==> config.mk <==
export PLATFORM = sky130hd
export DESIGN_NAME = regfile_scoreboard
export DESIGN_NICKNAME = d
export VERILOG_FILES = /design/src/rtl/regfile_scoreboard.sv
export SDC_FILE = /design/constraint.sdc
export NUM_CORES = 2
export LEC_CHECK = 0
export CORE_MARGIN = 1
export CORE_UTILIZATION = 55
export CTS_BUF_LIST = sky130_fd_sc_hd__clkbuf_8
export DETAILED_ROUTE_END_ITERATION = 16
export PLACE_DENSITY = 0.75
export SLEW_MARGIN = 20
export SYNTH_ARGS = -nofsm -noshare
export SYNTH_HDL_FRONTEND = slang
export SYNTH_SLANG_ARGS = --single-unit
==> constraint.sdc <==
create_clock -name clk -period 2.5 [get_ports clk]
set_input_delay 0.5 -clock clk [delete_from_list [all_inputs] [get_ports clk]]
set_output_delay 0.5 -clock clk [all_outputs]
set_load 0.005 [all_outputs]
==> src/rtl/regfile_scoreboard.sv <==
// -----------------------------------------------------------------------------
// regfile_scoreboard
//
// Architectural register file at the consuming end of the writeback feedback
// path, with a per-register pending-write scoreboard for decode.
//
//   * One write port, fed by the registered writeback triple
//     (reg_data, reg_addr, reg_write). Writes to x0 are dropped.
//   * Two synchronous read ports with one cycle of latency. They advance only
//     while we=1 and otherwise hold. A writeback to the register being read in
//     the same cycle is forwarded straight to the read output.
//   * A saturating pending-write counter per register. Decode increments it on
//     issue (issue_valid/issue_rd) and writeback decrements it. rsN_busy
//     reports a source that still has an unresolved write in flight. The final
//     outstanding write landing in the same cycle is forwarded, so it does not
//     make the source busy.
//   * sb_overflow is sticky. It is set when an issue finds its counter already
//     saturated, and only reset clears it.
//
// Ports
//   clk          rising-edge clock
//   reset        synchronous, active-high; overrides all other activity
//   we           read-port advance enable (0 = read outputs hold)
//   rs1_addr     read port 1 address     rs1_data  registered read data 1
//   rs2_addr     read port 2 address     rs2_data  registered read data 2
//   issue_valid  decode issues an instruction that writes issue_rd
//   issue_rd     destination register claimed at issue
//   reg_data     writeback data
//   reg_addr     writeback address
//   reg_write    writeback commit
//   rs1_busy     combinational: rs1 has an unresolved pending write
//   rs2_busy     combinational: rs2 has an unresolved pending write
//   hazard       combinational: rs1_busy | rs2_busy
//   sb_overflow  sticky: issue attempted on a saturated counter
// -----------------------------------------------------------------------------
module regfile_scoreboard #(
    parameter int DATA_W = 32,
    parameter int ADDR_W = 5,
    parameter int NREGS  = 32,
    parameter int CNT_W  = 2
) (
    input  logic              clk,
    input  logic              reset,
    input  logic              we,
    input  logic [ADDR_W-1:0] rs1_addr,
    input  logic [ADDR_W-1:0] rs2_addr,
    output logic [DATA_W-1:0] rs1_data,
    output logic [DATA_W-1:0] rs2_data,
    input  logic              issue_valid,
    input  logic [ADDR_W-1:0] issue_rd,
    input  logic [DATA_W-1:0] reg_data,
    input  logic [ADDR_W-1:0] reg_addr,
    input  logic              reg_write,
    output logic              rs1_busy,
    output logic              rs2_busy,
    output logic              hazard,
    output logic              sb_overflow
);

    localparam logic [CNT_W-1:0] CNT_MAX = {CNT_W{1'b1}};
    localparam logic [CNT_W-1:0] CNT_ONE = CNT_W'(1);

    // -------------------------------------------------------------------------
    // Storage
    // -------------------------------------------------------------------------
    logic [DATA_W-1:0] mem     [NREGS];
    logic [CNT_W-1:0]  cnt     [NREGS];
    logic [CNT_W-1:0]  cnt_nxt [NREGS];
    logic              overflow_set;

    // x0 and any address beyond the implemented register count are treated
    // alike: they read as zero, are never written and never pending.
    function automatic logic addr_real(input logic [ADDR_W-1:0] a);
        return (a != '0) && (32'(a) < NREGS);
    endfunction

    // -------------------------------------------------------------------------
    // Write port
    // -------------------------------------------------------------------------
    logic wr_en;
    assign wr_en = reg_write && addr_real(reg_addr);

    // -------------------------------------------------------------------------
    // Read-side lookups: next read data and pre-edge pending counts
    // -------------------------------------------------------------------------
    logic              wb_hit1, wb_hit2;
    logic [DATA_W-1:0] rd_next1, rd_next2;
    logic [CNT_W-1:0]  rs1_cnt, rs2_cnt;

    // NOTE: combinational blocks use blocking (=) assignments and give every
    // output a default first, so no path leaves a signal unassigned and no
    // latch is inferred. Clocked state below uses non-blocking (<=) only.
    always_comb begin
        wb_hit1  = reg_write && (reg_addr == rs1_addr);
        wb_hit2  = reg_write && (reg_addr == rs2_addr);
        rd_next1 = '0;
        rd_next2 = '0;
        rs1_cnt  = '0;
        rs2_cnt  = '0;

        if (addr_real(rs1_addr)) begin
            rs1_cnt  = cnt[rs1_addr];
            rd_next1 = wb_hit1 ? reg_data : mem[rs1_addr];
        end
        if (addr_real(rs2_addr)) begin
            rs2_cnt  = cnt[rs2_addr];
            rd_next2 = wb_hit2 ? reg_data : mem[rs2_addr];
        end
    end

    // -------------------------------------------------------------------------
    // Busy / hazard, evaluated on the pre-edge counts. A count of exactly one
    // that is being retired by this cycle's writeback is forwarded, so the
    // source is free. A same-cycle issue does not affect busy, which keeps an
    // instruction whose source equals its own rd from blocking itself.
    // -------------------------------------------------------------------------
    always_comb begin
        rs1_busy = (rs1_cnt != '0) && !(wb_hit1 && (rs1_cnt == CNT_ONE));
        rs2_busy = (rs2_cnt != '0) && !(wb_hit2 && (rs2_cnt == CNT_ONE));
        hazard   = rs1_busy || rs2_busy;
    end

    // -------------------------------------------------------------------------
    // Scoreboard next state
    // -------------------------------------------------------------------------
    logic [NREGS-1:0] inc_vec;
    logic [NREGS-1:0] dec_vec;

    always_comb begin
        inc_vec      = '0;
        dec_vec      = '0;
        overflow_set = 1'b0;
        for (int r = 0; r < NREGS; r++) begin
            cnt_nxt[r] = cnt[r];
        end

        // Entry 0 is never claimed, so cnt[0] stays at its reset value of 0.
        for (int r = 1; r < NREGS; r++) begin
            inc_vec[r] = issue_valid && (issue_rd == ADDR_W'(r));
            // An unclaimed writeback (count already 0) still writes the data
            // but must not wrap the counter.
            dec_vec[r] = reg_write && (reg_addr == ADDR_W'(r)) && (cnt[r] != '0);

            if (inc_vec[r] && !dec_vec[r]) begin
                if (cnt[r] == CNT_MAX) begin
                    overflow_set = 1'b1;
                end else begin
                    cnt_nxt[r] = cnt[r] + CNT_ONE;
                end
            end else if (dec_vec[r] && !inc_vec[r]) begin
                cnt_nxt[r] = cnt[r] - CNT_ONE;
            end
            // An issue and a retire of the same register in one cycle cancel
            // out, so the count is left unchanged.
        end
    end

    // -------------------------------------------------------------------------
    // State
    // -------------------------------------------------------------------------
    always_ff @(posedge clk) begin
        if (reset) begin
            // NOTE: the register array is cleared by reset. Every entry has
            // to reach a known zero, and that costs a reset mux on each
            // storage bit, which rules out a plain RAM macro.
            for (int i = 0; i < NREGS; i++) begin
                mem[i] <= '0;
                cnt[i] <= '0;
            end
            rs1_data    <= '0;
            rs2_data    <= '0;
            sb_overflow <= 1'b0;
        end else begin
            if (wr_en) begin
                mem[reg_addr] <= reg_data;
            end

            if (we) begin
                rs1_data <= rd_next1;
                rs2_data <= rd_next2;
            end

            for (int i = 0; i < NREGS; i++) begin
                cnt[i] <= cnt_nxt[i];
            end

            if (overflow_set) begin
                sb_overflow <= 1'b1;
            end
        end
    end

endmodule

==> impl_metrics.csv <==
group,metric,value,unit
placed_design,placed_area,0.06873,mm²
hold_path,hold_path.class,"primary input to register",
clock_network,cts_tree,"done",
power_and_ir_drop,powerDensity,612.5,mW/mm²
floorplanning,die_w,336.6,µm
placed_design,dpl.hpwl,130700,µm
sta,fin_crit,3274,ps
critical_path,critPathKind,"register to output port",
floorplanning,core,0.1108,mm²
floorplanning,rows,122,
logic_synthesis,ys_seq_area_share,54.06,%
power_and_ir_drop,clockPowerShare,35.6,%
cells_and_area,instances_no_fill,6449,
clock_network,htree_levels,4,
sta,max_slew_margin,23.46,%
cells_and_area,drive_gt1_share,30.51,%
sta,post-route-period-util,131.0,%
clock_network,clk_latency,920,ps
logic_synthesis,synth_fa_ha_area_share,0,%
critical_path,cpPeakStageDelay,480,ps
floorplanning,die_y,336.6,µm
power_and_ir_drop,seq_power_share,51.0,%
logic_synthesis,netlist_top_cells_area,"edfxtp_1 50%, mux4_2 21%, and2_1 10%",
logic_synthesis,synth.area.mux_share,23.12,%
cells_and_area,regArea,0.03331,mm²
status,violations,"setup timing",
route,wl,200300,µm
logic_synthesis,synthCells,4325,
critical_path,path_max_fanout,3,
critical_path,crit_family,"multiplexers",
power_and_ir_drop,leakage,25.95,nW
logic_synthesis,synth_top_area_share,49.93,%
sta,rsz0062_at_grt,"yes",
route,dr.pass1.iters,6,
cells_and_area,nets,4863,
placed_design,place.gp.congestion,0.9708,
route,num_vias,43130,
power_and_ir_drop,pwr-share-comb,13.4,%
logic_synthesis,synth_common_cells,"1024 x edfxtp_1, 1006 x and2_1, 562 x mux4_2",
critical_path,cp.arrival,2770,ps
critical_path,critPathBufInv,1,
route,antenna_left,0,
global_routing,grt_usage,35.77,%
status,status,"complete, but fails checks",
sta,fmax,305.4,MHz
floorplanning,initial_utilization,55.57,%
sta,finalSetupViolations,3,
cells_and_area,multiInputGateArea,0.02677,mm²
sta,fin_ws,-774.4,ps
floorplanning,ios,125,
logic_synthesis,ys_types,67,
logic_synthesis,synth-seq-cells,1151,
route,drt_iter0_markers,5862,
logic_synthesis,synth_area_per_cell,14.24,µm²
critical_path,cp_common_cell,"mux4_2",
logic_synthesis,synth_area,0.06159,mm²
global_routing,grt_pass1_vias,43220,
clock_network,numCtsBuffers,184,
route,avgRoutedWirePerCell,31.06,µm
cells_and_area,syn2layout_area_growth,17.42,%
clock_network,clockBufferDepth,3,
logic_synthesis,synth.most_common_cell,"edfxtp_1",
global_routing,antenna_found_initial,9,
logic_synthesis,synth-edff-count,1024,
critical_path,start_kind,"register",
route,drc,0,
sta,hold_viol_final,0,
global_routing,grt_pass1_wl,289100,µm
critical_path,cp_slowest_cell,"mux4_2",
power_and_ir_drop,p_int,32.64,mW
power_and_ir_drop,p_total,44.29,mW
clock_network,clk_pin_slew,70,ps
critical_path,worstPathRequired,2000,ps
sta,skew,40.66,ps
logic_synthesis,synth-compound-area-share,5.528,%
global_routing,grt_max_degree,93,
placed_design,portBuffers,124,
clock_network,cts_root_buffer,"clkbuf_8",
sta,finalHoldWorstSlack,436.8,ps
sta,drv_slew,0,
logic_synthesis,synth_top_family_by_area,"multiplexers",
sta,tightest_slew,1146,ps
global_routing,overflow,0,
critical_path,cp-end-kind,"output port",
logic_synthesis,yosys.area.top_type,"edfxtp_1",
power_and_ir_drop,p_sw,11.65,mW
cells_and_area,fin_area,0.07231,mm²
logic_synthesis,synth-xor-area-share,0.1422,%
job,maxCapViolations,0,
placed_design,dp.cells,6106,
route,vias_per_cell,6.687,
logic_synthesis,synthArstFlopShare,0,%
critical_path,path_cells,"mux4_2, mux4_2, nand2_1, o221ai_4, or2_1, buf_2",
logic_synthesis,synthFlopType,"edfxtp_1",
power_and_ir_drop,ir_drop,598.2,µV
cells_and_area,nFillCells,7838,
logic_synthesis,synth_warnings,0,
sta,tns,-2072,ps
floorplanning,die_area,0.1133,mm²
logic_synthesis,synth-simple-area-share,14.04,%
power_and_ir_drop,netSwitchingFraction,26.31,%
clock_network,cts_sinks,1151,
==> state kept, by name (all words and copies together) (netlist names) <==
signal,flops
rs2_data,32
rs1_data,32
sb_overflow,1
cnt,62
mem,1024
==> per-stage QoR <==
step	util [%]	worst slack, ps
6_report	65.25	-774.4
3_3_place_gp	62.02	-768.0
2_1_floorplan	-	-71.27
3_5_place_dp	62.02	-805.0
5_1_grt	65.25	-857.1
4_1_cts	65.21	-855.4
==> cell type report <==
class	count	area share, %
multi-input combinational	2774	37.02
clock buffer	199	3.788
tap	1488	2.575
sequential	1151	46.06
antenna	5	0.01730
timing repair buffer	693	9.487
inverter	2	0.01038
clock inverter	137	1.040
==> cell families after synthesis <==
group / after synthesis
and+or+nand+nor: 1499
DFF: 1151
muxes: 717
AOI/OAI and AO/OA: 516
buffers and inverters: 431
xor gates and xnor gates: 10
other: 1
==> power groups by stage <==
stage / Sequential (mW) / Clock, mW / Combinational (mW)
floorplan: 22.7 / 0 / 3.32
global placement: 22.9 / 0 / 5.72
detailed placement: 23.0 / 0 / 5.78
CTS: 22.6 / 15.8 / 5.81
global route: 22.7 / 16.6 / 6.08
finish: 22.6 / 15.8 / 5.92
==> timing repair <==
| item | 4_1_cts | 5_1_grt |
|---|---|---|
| endpoints found under the hold margin | 3 | 0 |
| setup buffers | 1 | 0 |
| hold buffers | 1 | 0 |
| pin swaps | 5 | 2 |
| resized for setup | 26 | 11 |
| endpoints found under the setup margin | 6 | 11 |
==> metal layers <==
layer	GRT usage, %	part of all wire [%]	vias to the layer above
li1	-	-	17630
met1	45.96	34	21390
met2	53.87	45	3403
met3	11.33	15	697
met4	20.44	6.5	8
met5	0	0.024	-
==> worst paths after layout <==
kind / startpoint / to / slack [ps] / depth (start not counted)
worst max-delay path: cnt[30][1] / hazard / -770 / 6
worst min-delay path: rs2_addr[4] / rs2_data[10] / 440 / 6
worst max register to register: mem[7][20] / rs2_data[20] / 360 / 5
worst min register to register: rs2_data[1] / rs2_data[1] / 450 / 2
==> cells in the final DEF (no fill, tap or decap), drive strengths merged, types with 74 or more instances in the layout <==
master,n
a21oi,78
a22oi,100
and2,1007
buf,581
clkbuf,200
clkdlybuf4s50,110
dfxtp,127
edfxtp,1024
inv,74
mux2i,131
mux4,562
nand2,162
nor2,156
o21ai,120
o22ai,85
==> worst register-to-register path, delay by kind of cell, from the launching register on <==
family          cells  cell delay (ps)
compound gates      2              400
flops               1              410
mux                 2             1010
simple gates        1              190
(Power assumes the default switching activity.)
